File: config.mk
export PLATFORM = sky130hd
export DESIGN_NAME = vram_slot_arbiter
export DESIGN_NICKNAME = d
export VERILOG_FILES = /design/src/rtl/vram_slot_arbiter.sv
export SDC_FILE = /design/constraint.sdc
export NUM_CORES = 1
export LEC_CHECK = 0
export ABC_CLOCK_PERIOD_IN_PS = 5300
export CAP_MARGIN = 25
export CORE_MARGIN = 2
export CORE_UTILIZATION = 38
export CTS_CLUSTER_SIZE = 16
export DETAILED_ROUTE_END_ITERATION = 8
export PLACE_DENSITY = 0.95
export SLEW_MARGIN = 20
export SYNTH_ARGS = -nofsm -noshare
export SYNTH_HDL_FRONTEND = slang
export SYNTH_SLANG_ARGS = --single-unit
File: constraint.sdc
create_clock -name CLK21M -period 5.3 [get_ports CLK21M]
set_clock_uncertainty 0.2 [all_clocks]
set_input_delay 1.06 -clock CLK21M [delete_from_list [all_inputs] [get_ports CLK21M]]
set_output_delay 1.06 -clock CLK21M [all_outputs]
set_load 0.03 [all_outputs]
File: src/rtl/vram_slot_arbiter.sv
// -----------------------------------------------------------------------------
// vram_slot_arbiter
//
// Purpose:
//   This block shares one VRAM port among NUM_CH requesters and the display
//   fetch path. An access slot opens at each CLK21M edge where
//   DOTSTATE == 2'b10, and at most one access is decided in that slot.
//     - If DRAW_RESERVE is set, the display always takes the slot.
//     - Otherwise the lowest-index pending channel wins.
//   Each channel uses a toggle handshake:
//     - A channel raises a request by making CH_REQ[i] differ from CH_ACK[i].
//     - The arbiter answers by toggling CH_ACK[i].
//     - For a write, the ack toggles on the grant edge.
//     - For a read, the ack toggles RD_LAT cycles after the grant, on the
//       same edge that loads CH_RDATA.
//
// Handshake contract (per channel i):
//   - Request:  CH_REQ[i] != CH_ACK[i]. While the request is outstanding, the
//     requester holds CH_WE[i], CH_ADDR[i] and CH_WDATA[i] stable.
//   - Complete: CH_ACK[i] toggles. The requester may toggle CH_REQ[i] again
//     on the following cycle.
//
// Optional feature (macro VRAM_ARB_AGING_EN):
//   Each channel has a saturating age counter. A channel whose age has reached
//   AGE_MAX beats every channel still below AGE_MAX. Ties between aged
//   channels go to the lowest index.
//
// Ports:
//   CLK21M        system clock
//   RESET_N       synchronous reset, active low
//   DOTSTATE      dot phase; 2'b10 marks an access slot
//   DRAW_RESERVE  display owns the current slot
//   DRAW_ADDR     display fetch address
//   CH_REQ        per-channel request toggles
//   CH_WE         per-channel write enable (1 = write), sampled at grant
//   CH_ADDR       packed channel addresses, channel i at [i*ADDR_W +: ADDR_W]
//   CH_WDATA      packed channel write data, channel i at [i*DATA_W +: DATA_W]
//   CH_ACK        per-channel ack toggles
//   CH_RDATA      read data, valid when the ack for a read toggles
//   PRAMDBI       VRAM read data
//   IRAMADR       VRAM address
//   PRAMDBO       VRAM write data
//   PRAMWE_N      VRAM write strobe, active low, one cycle per write
//   GRANT_OH      one-hot owner of the last slot; zero for display or idle
// -----------------------------------------------------------------------------
module vram_slot_arbiter #(
  parameter int NUM_CH  = 4,
  parameter int ADDR_W  = 17,
  parameter int DATA_W  = 8,
  parameter int RD_LAT  = 2,
  parameter int AGE_MAX = 15
) (
  input  logic                       CLK21M,
  input  logic                       RESET_N,
  input  logic [1:0]                 DOTSTATE,
  input  logic                       DRAW_RESERVE,
  input  logic [ADDR_W-1:0]          DRAW_ADDR,
  input  logic [NUM_CH-1:0]          CH_REQ,
  input  logic [NUM_CH-1:0]          CH_WE,
  input  logic [NUM_CH*ADDR_W-1:0]   CH_ADDR,
  input  logic [NUM_CH*DATA_W-1:0]   CH_WDATA,
  output logic [NUM_CH-1:0]          CH_ACK,
  output logic [DATA_W-1:0]          CH_RDATA,
  input  logic [DATA_W-1:0]          PRAMDBI,
  output logic [ADDR_W-1:0]          IRAMADR,
  output logic [DATA_W-1:0]          PRAMDBO,
  output logic                       PRAMWE_N,
  output logic [NUM_CH-1:0]          GRANT_OH
);

  localparam int         IDX_W      = (NUM_CH > 1) ? $clog2(NUM_CH) : 1;
  localparam logic [1:0] SLOT_PHASE = 2'b10;

  logic [ADDR_W-1:0]              iramadr_q, iramadr_d;
  logic [DATA_W-1:0]              pramdbo_q, pramdbo_d;
  logic                           pramwe_n_q, pramwe_n_d;
  logic [NUM_CH-1:0]              grant_oh_q, grant_oh_d;
  logic [NUM_CH-1:0]              ch_ack_q, ch_ack_d;
  logic [DATA_W-1:0]              ch_rdata_q, ch_rdata_d;

  // Read pipe: stage k holds a read granted k+1 edges ago. A read leaves the
  // pipe on the edge RD_LAT cycles after its grant. At most one grant happens
  // per edge, so a depth of RD_LAT is enough.
  logic [RD_LAT-1:0]              pipe_vld_q, pipe_vld_d;
  logic [RD_LAT-1:0][IDX_W-1:0]   pipe_ch_q, pipe_ch_d;

  logic                           access_slot;
  logic [NUM_CH-1:0]              in_flight;
  logic [NUM_CH-1:0]              pending;
  logic                           win_vld;
  logic [IDX_W-1:0]               win_idx;

  assign access_slot = (DOTSTATE == SLOT_PHASE);

  // A channel with a read still in the pipe is not eligible again until its
  // ack toggles, even though its req and ack still differ.
  always_comb begin
    in_flight = '0;
    for (int k = 0; k < RD_LAT; k++) begin
      if (pipe_vld_q[k]) begin
        in_flight[pipe_ch_q[k]] = 1'b1;
      end
    end
    pending = (CH_REQ ^ ch_ack_q) & ~in_flight;
  end

`ifdef VRAM_ARB_AGING_EN
  localparam int               AGE_W   = (AGE_MAX > 0) ? $clog2(AGE_MAX + 1) : 1;
  localparam logic [AGE_W-1:0] AGE_LIM = AGE_W'(AGE_MAX);

  logic [NUM_CH-1:0][AGE_W-1:0] age_q, age_d;
  logic [NUM_CH-1:0]            aged;

  always_comb begin
    for (int i = 0; i < NUM_CH; i++) begin
      aged[i] = pending[i] && (age_q[i] >= AGE_LIM);
    end
  end
`endif

  // Fixed priority. The loop runs downward so that the lowest index is the
  // last one assigned and therefore wins.
  always_comb begin
    win_vld = |pending;
    win_idx = '0;
    for (int i = NUM_CH - 1; i >= 0; i--) begin
      if (pending[i]) begin
        win_idx = IDX_W'(i);
      end
    end
`ifdef VRAM_ARB_AGING_EN
    if (|aged) begin
      win_idx = '0;
      for (int i = NUM_CH - 1; i >= 0; i--) begin
        if (aged[i]) begin
          win_idx = IDX_W'(i);
        end
      end
    end
`endif
  end

`ifdef VRAM_ARB_AGING_EN
  // Reserved slots do not count toward aging. Only contested slots do.
  always_comb begin
    age_d = age_q;
    if (access_slot && !DRAW_RESERVE) begin
      for (int i = 0; i < NUM_CH; i++) begin
        if (win_vld && (win_idx == IDX_W'(i))) begin
          age_d[i] = '0;
        end else if (pending[i] && (age_q[i] != {AGE_W{1'b1}})) begin
          age_d[i] = age_q[i] + 1'b1;
        end
      end
    end
  end

  always_ff @(posedge CLK21M) begin
    if (!RESET_N) begin
      age_q <= '0;
    end else begin
      age_q <= age_d;
    end
  end
`endif

  always_comb begin
    iramadr_d  = iramadr_q;
    pramdbo_d  = pramdbo_q;
    pramwe_n_d = 1'b1;            // each write strobe lasts exactly one cycle
    grant_oh_d = grant_oh_q;
    ch_ack_d   = ch_ack_q;
    ch_rdata_d = ch_rdata_q;

    pipe_vld_d[0] = 1'b0;
    pipe_ch_d[0]  = '0;
    for (int k = 1; k < RD_LAT; k++) begin
      pipe_vld_d[k] = pipe_vld_q[k-1];
      pipe_ch_d[k]  = pipe_ch_q[k-1];
    end

    // Read completion. A completing channel is always in flight, so it can
    // never be the winner of this same edge; the two ack toggles never
    // touch the same bit.
    if (pipe_vld_q[RD_LAT-1]) begin
      ch_rdata_d                      = PRAMDBI;
      ch_ack_d[pipe_ch_q[RD_LAT-1]]   = ~ch_ack_q[pipe_ch_q[RD_LAT-1]];
    end

    if (access_slot) begin
      if (DRAW_RESERVE) begin
        iramadr_d  = DRAW_ADDR;
        grant_oh_d = '0;
      end else if (win_vld) begin
        grant_oh_d = NUM_CH'(1) << win_idx;
        iramadr_d  = CH_ADDR[int'(win_idx) * ADDR_W +: ADDR_W];
        if (CH_WE[win_idx]) begin
          pramdbo_d          = CH_WDATA[int'(win_idx) * DATA_W +: DATA_W];
          pramwe_n_d         = 1'b0;
          ch_ack_d[win_idx]  = ~ch_ack_q[win_idx];
        end else begin
          pipe_vld_d[0] = 1'b1;
          pipe_ch_d[0]  = win_idx;
        end
      end else begin
        grant_oh_d = '0;
      end
    end
  end

  always_ff @(posedge CLK21M) begin
    if (!RESET_N) begin
      iramadr_q  <= '1;
      pramdbo_q  <= '0;
      pramwe_n_q <= 1'b1;
      grant_oh_q <= '0;
      ch_ack_q   <= '0;
      ch_rdata_q <= '0;
      pipe_vld_q <= '0;
      pipe_ch_q  <= '0;
    end else begin
      iramadr_q  <= iramadr_d;
      pramdbo_q  <= pramdbo_d;
      pramwe_n_q <= pramwe_n_d;
      grant_oh_q <= grant_oh_d;
      ch_ack_q   <= ch_ack_d;
      ch_rdata_q <= ch_rdata_d;
      pipe_vld_q <= pipe_vld_d;
      pipe_ch_q  <= pipe_ch_d;
    end
  end

  assign IRAMADR  = iramadr_q;
  assign PRAMDBO  = pramdbo_q;
  assign PRAMWE_N = pramwe_n_q;
  assign GRANT_OH = grant_oh_q;
  assign CH_ACK   = ch_ack_q;
  assign CH_RDATA = ch_rdata_q;

endmodule
==> flow_metrics.py, run 1 <==
metrics = {
    "yosys": {
        "seq_area_frac_synth": 0.349,
        "yosysMostFrequentCell": "dfxtp_1",
        "postSynthCellCount": 291,
        "synth_largest_area_cell": "dfxtp_1",
        "synthesis.nets": 429,
        "synth_top_cells_by_area": "dfxtp_1 (35%), a221o_2 (7.0%), nor2b_1 (6.8%)",
        "synth-async-reset-ratio": 0,
        "netlist-cell-type-count": 57,
        "post_synth_instance_area_sq_um": 2750,
        "dominantRegCellSynth": "dfxtp_1",
        "synth-warning-count": 0,
        "post_synth.cell_area_avg_sq_um": 9.45,
        "synth_enable_flop_cells": 0,
        "synth_top_cell_area_share": 0.349,
        "yosys-top-cells-count": "dfxtp_1 (48), nor2b_1 (30), nand2_1 (29), a221o_2 (17), a221oi_1 (17)",
        "synth_seq_cells": 48,
    },
    "clock_network": {
        "root_driver": "clkbuf_8",
        "numClockSinks": 48,
        "cts-resized-gates": 0,
        "cts_htree_levels": 2,
        "cts-root-to-sink-buffers": 2,
        "clk_pin_slew_ps": 90,
        "worstSkewPairLatency_ps": 300,
        "postCtsHoldBufs": 0,
        "cts_setup_buffers": 0,
        "numCtsBuffers": 5,
        "cts_tree": "built",
    },
    "final_layout": {
        "post_route_cells_drive_above_1_share": 0.0891,
        "n_antenna_cell": 0,
        "area_growth_syn_to_layout_pct": 69.3,
        "final_nets": 598,
        "finalInstanceArea_sq_um": 4660,
        "final_core_utilization": 0.653,
    },
    "worst_setup_path": {
        "reg2reg_slack_ps": 2190,
        "timing.setup.critical_path_class": "in -> reg",
        "r2r-end": "IRAMADR[4]",
        "startpoint_kind_of_the_worst_setup_timing_path": "input pin",
        "cpLargestDelayFamily": "compound AO/OA/AOI/OAI gates",
        "reg2reg_depth": 6,
        "worst-path-buf-inv": 2,
        "critical_path.endpoint_type": "flip-flop",
        "series_of_cell_instances_along_the_critical_path": "clkdlybuf4s50_1, xor2_1, a32oi_2, nor2_1, o311ai_4, buf_8, o311ai_0",
        "critical-path-slowest-cell": "clkdlybuf4s50_1",
        "critical-path-max-stage-delay_ps": 510,
        "worst-path-max-fanout": 19,
        "reg2reg_from": "pipe_vld_q[1]",
        "cp_data_arrival_time_ps": 3480,
        "worst-endpoint-required_ps": 5280,
    },
    "timing": {
        "fmax_mhz": 286,
        "part_of_the_cycle_the_worst_path_needs": 0.661,
        "setup_viol": 0,
        "timing_max_transition_violations_final": 0,
        "hold_violations": 0,
        "worst_pin_slew_ps": 734,
        "timing.max_slew.rel_slack": 0.509,
        "grt_setup_unrepaired": "no",
        "min_period_ps": 3500,
        "fin_tns_setup_ps": 0,
    },
    "drt": {
        "antenna_left": 0,
        "drt-wirelength-per-cell_microns": 17.4,
        "routed_via_density": 5.60,
        "via_count_of_the_routed_design": 3128,
        "wirelength_mm": 9.75,
        "detailedRoute.firstIterationViolations": 158,
        "drt_pre_antenna_iters": 6,
        "post-route-drc-count": 0,
    },
    "power_and_ir_drop": {
        "share_clk_of_total_power": 0.249,
        "power_density_relative_to_cell_area_nw_per_um2": 193,
        "cellInternalPower_w": 0.000643,
        "totalPowerFinal_w": 0.000900,
        "leakage_power_figure_nw": 1.67,
        "power.share.sequential": 0.427,
        "pwr-share-comb": 0.324,
        "sw_frac_of_total": 0.285,
        "switchingPower_w": 0.000257,
        "ir_worst_vdd_mv": 0.107,
    },
    "placed_design": {
        "finalWeightedCongestion": 0.928,
        "port-buffer-count": 179,
        "final_hpwl_from_detailed_placement_mm": 7.39,
        "placed_cell_area_sq_um": 4560,
    },
    "die": {
        "die_height_microns": 89.1,
        "io-pin-count": 180,
        "fp.dieW_microns": 89.1,
        "core_sq_um": 7140,
        "initial_utilization": 0.386,
        "fp-row-count": 31,
        "die_footprint_sq_um": 7940,
    },
    "run": {
        "max-cap-violations": 0,
    },
    "min_path": {
        "hold_start": "IRAMADR[8]",
        "whs_endpoint": "IRAMADR[8]",
        "whs_path_depth": 2,
        "hold_path.class": "reg -> reg",
    },
    "grt": {
        "global_route.overflow_total": 0,
        "grt_first_pass_wirelength_mm": 14.9,
        "largest_net_degree_at_the_start_of_global_routing": 29,
        "grt_util_all_layers": 0.239,
        "via_count_of_the_first_global_routing_pass": 3101,
        "antenna_found_initial": 0,
    },
    "outcome": {
        "result_of_the_run": "finished clean",
    },
}
[how the worst max path moves through the flow]
stage / to / slack (ps) / depth (start not counted) / start
4_1_cts: IRAMADR[3] / 1690 / 7 / CH_REQ[3]
3_5_place_dp: IRAMADR[3] / 1380 / 7 / CH_REQ[3]
3_3_place_gp: IRAMADR[2] / 1470 / 6 / CH_REQ[0]
5_1_grt: PRAMDBO[5] / 1620 / 6 / DRAW_RESERVE
6_report: IRAMADR[3] / 1800 / 7 / CH_REQ[0]
2_1_floorplan: IRAMADR[10] / 2350 / 8 / CH_REQ[0]
[through the flow]
step	instances	hold slack, ps	setup slack (ps)
2_1_floorplan	291	304	2350
4_1_cts	559	289	1690
5_1_grt	559	324	1620
6_report	559	283	1800
3_3_place_gp	551	257	1470
3_5_place_dp	552	271	1380
[sequential cells by signal, summed over array words and instances (netlist names)]
register	cells
CH_ACK	4
CH_RDATA	8
GRANT_OH	4
IRAMADR	17
PRAMDBO	8
PRAMWE_N	1
pipe_ch_d	2
pipe_ch_q	2
pipe_vld_q	2
[worst register-to-register path, stage by stage, from the launching register on]
cell and delay [ps]:
dfxtp_1 730, or3b_1 470, a32oi_2 250, nor2_1 190, nor2_4 590, a221oi_1 210
o311ai_0 340
[per-layer routing]
layer,routed length [microns],global-route usage,vias up
met5,0,0,-
met4,215,0.0923,0
met3,559,0.0388,21
met2,5350,0.446,141
met1,3620,0.269,1472
li1,-,-,1494
[cells in the final DEF, fill, tap and decap left out, types with 2 or more instances in the layout]
master and instances:
a21oi_1 5, a222oi_1 8, xor2_1 4, or3b_1 2
buf_4 4, o311ai_1 9, nand3_1 6, nor4_1 2
a221o_2 17, o21ai_0 9, o311ai_0 8, dfxtp_1 48
nor2_1 6, nand2b_1 2, nand3b_1 5, and2_1 5
a31oi_1 9, clkbuf_8 6, nand2_1 29, clkdlybuf4s50_1 179
and3_1 3, mux2i_1 8, a22oi_1 4, nor2b_1 30
a221oi_1 17, xnor2_1 5
[power by group through the flow]
stage	registers [W]	clock network (W)	logic (W)
after floorplan	0.000420	0	0.000106
after global placement	0.000392	0	0.000281
after detailed placement	0.000393	0	0.000289
after CTS	0.000384	0.000232	0.000290
after global routing	0.000386	0.000243	0.000311
final	0.000384	0.000224	0.000291
[cell type report]
type | instances | area, sq um
Fill cell | 595 | 2480
Timing Repair Buffer | 184 | 1840
Multi-Input combinational cell | 220 | 1640
Sequential cell | 48 | 961
Tap cell | 99 | 124
Clock buffer | 6 | 82.6
Clock inverter | 1 | 8.76
Inverter | 1 | 3.75
[kinds of logic after synthesis]
group / count (synthesis) / synth area share
AND/OR/NAND/NOR: 100 / 0.205
AO/OA/AOI/OAI: 103 / 0.331
buffers and inverters: 23 / 0.0573
flip-flops: 48 / 0.349
multiplexers: 8 / 0.0291
XOR/XNOR: 9 / 0.0286
Power figures use the tool's default switching activity.
==> run 2, diff against run 1 <==
- ABC_CLOCK_PERIOD_IN_PS: 5300 -> 3500
- CORE_UTILIZATION: 38 -> 37
- PLACE_DENSITY: 0.95 -> 0.93
- clock period: 5.3 -> 3.5 ns (I/O delays scaled with it)
==> run 2 against run 1 <==
  * Die area is 2.6% higher
  * Final area increased by 1.9%
  * Total power is 60% higher
  * Hold slack barely moved
  * Non-clock buffer count rose by 7
  * Global-route usage shrank 0.22 points
  * Via count is 0.54% higher
  * Highest routed layer unchanged
==> flow_metrics.py, run 2 (same netlist as run 1, synthesis figures left out) <==
metrics = {
    "die": {
        "io-pin-count": 180,
        "fp-row-count": 31,
        "initial_utilization": 0.381,
        "core_sq_um": 7210,
        "fp.dieW_microns": 90.2,
        "die_footprint_sq_um": 8140,
        "die_height_microns": 90.2,
    },
    "power_and_ir_drop": {
        "ir_worst_vdd_mv": 0.156,
        "sw_frac_of_total": 0.282,
        "cellInternalPower_w": 0.00104,
        "leakage_power_figure_nw": 1.72,
        "power.share.sequential": 0.403,
        "power_density_relative_to_cell_area_nw_per_um2": 304,
        "switchingPower_w": 0.000406,
        "share_clk_of_total_power": 0.283,
        "totalPowerFinal_w": 0.00144,
        "pwr-share-comb": 0.314,
    },
    "worst_setup_path": {
        "startpoint_kind_of_the_worst_setup_timing_path": "input pin",
        "cp_data_arrival_time_ps": 3070,
        "critical_path.endpoint_type": "flip-flop",
        "timing.setup.critical_path_class": "in -> reg",
        "worst-endpoint-required_ps": 3490,
        "worst-path-max-fanout": 19,
    },
    "final_layout": {
        "final_nets": 605,
        "most_frequent_standard_cell_in_the_layout_excluding_fill_and_tap_cells": "clkdlybuf4s50_1",
        "layout.cells.most_common_list": "clkdlybuf4s50_1 (179), dfxtp_1 (48), nor2b_1 (30)",
        "finalInstanceArea_sq_um": 4740,
        "nFillCells": 584,
        "area_growth_syn_to_layout_pct": 72.4,
        "largest_register_ffs": 17,
        "n_antenna_cell": 0,
        "post_route_cells_drive_above_1_share": 0.105,
    },
    "clock_network": {
        "numClockSinks": 48,
        "root_driver": "clkbuf_8",
        "cts_setup_buffers": 0,
        "numCtsBuffers": 5,
        "cts-resized-gates": 0,
        "clk_pin_slew_ps": 90,
        "cts-root-to-sink-buffers": 2,
        "postCtsHoldBufs": 0,
        "cts_htree_levels": 2,
        "worstSkewPairLatency_ps": 300,
        "cts_tree": "built",
    },
    "timing": {
        "min_period_ps": 3080,
        "grt_setup_unrepaired": "no",
        "fin_tns_setup_ps": 0,
        "setup_viol": 0,
        "part_of_the_cycle_the_worst_path_needs": 0.880,
        "worst_pin_slew_ps": 905,
        "timing_max_transition_violations_final": 0,
        "fmax_mhz": 325,
        "timing.max_slew.rel_slack": 0.396,
        "hold_violations": 0,
        "final_critical_path_setup_slack_ps": 419,
    },
    "drt": {
        "via_count_of_the_routed_design": 3145,
        "routed_via_density": 5.55,
        "wirelength_mm": 9.94,
        "drt-wirelength-per-cell_microns": 17.5,
        "post-route-drc-count": 0,
        "drt_pre_antenna_iters": 8,
        "detailedRoute.firstIterationViolations": 163,
        "antenna_left": 0,
    },
    "placed_design": {
        "port-buffer-count": 179,
        "finalWeightedCongestion": 0.887,
        "preCtsSetupSlack_ps": 22.1,
        "placed_cell_area_sq_um": 4620,
        "final_hpwl_from_detailed_placement_mm": 7.57,
    },
    "grt": {
        "grt_util_all_layers": 0.237,
        "antenna_found_initial": 0,
        "grt_first_pass_wirelength_mm": 15.7,
        "via_count_of_the_first_global_routing_pass": 3258,
        "largest_net_degree_at_the_start_of_global_routing": 35,
        "global_route.overflow_total": 0,
    },
    "outcome": {
        "result_of_the_run": "finished clean",
    },
    "run": {
        "max-cap-violations": 0,
    },
    "min_path": {
        "hold_path.class": "reg -> reg",
    },
}
==> run 2: layout make-up <==
| type | instances | area, sq um | share of cell area |
|---|---|---|---|
| Timing Repair Buffer | 191 | 1910 | 0.403 |
| Multi-Input combinational cell | 220 | 1630 | 0.344 |
| Sequential cell | 48 | 961 | 0.203 |
| Tap cell | 99 | 124 | 0.0261 |
| Clock buffer | 5 | 68.8 | 0.0145 |
| Clock inverter | 3 | 42.5 | 0.00897 |
| Inverter | 1 | 3.75 | 0.000791 |
==> run 2: power groups by stage <==
stage          combinational, W  sequential, W  clock (W)
2_1_floorplan          0.000161       0.000636          0
3_3_place_gp           0.000437       0.000593          0
3_5_place_dp           0.000447       0.000594          0
4_1_cts                0.000449       0.000581   0.000413
5_1_grt                0.000479       0.000584   0.000438
6_report               0.000452       0.000581   0.000408
==> run 2: layer usage <==
metal,track usage,share of wire,vias up
met4,0.0949,0.023,0
met2,0.442,0.53,154
met3,0.0528,0.066,25
li1,-,-,1510
met1,0.256,0.38,1456
met5,0,0,-
==> run 2: path summary, 6_finish.rpt <==
check	startpoint	endpoint	slack, ps	depth (start not counted)
worst max register to register	pipe_ch_q[3]	IRAMADR[3]	770	6
worst min register to register	IRAMADR[14]	IRAMADR[14]	280	2
worst max-delay path	CH_REQ[3]	IRAMADR[3]	420	7
worst min-delay path	IRAMADR[14]	IRAMADR[14]	280	2
==> run 2: critical path, stage by stage <==
cell and delay [ps]:
clkdlybuf4s50_1 450, xor2_1 190, a32oi_1 270, nor2_1 170, o21ai_2 750, a221oi_1 190, o311ai_0 340
==> run 2: stage by stage <==
step	utilization	hold WS [ps]	std cells
floorplan	-	304	291
global placement	0.640	254	558
CTS	0.656	287	566
detailed placement	0.640	266	558
finish	0.657	282	567
global route	0.657	324	567
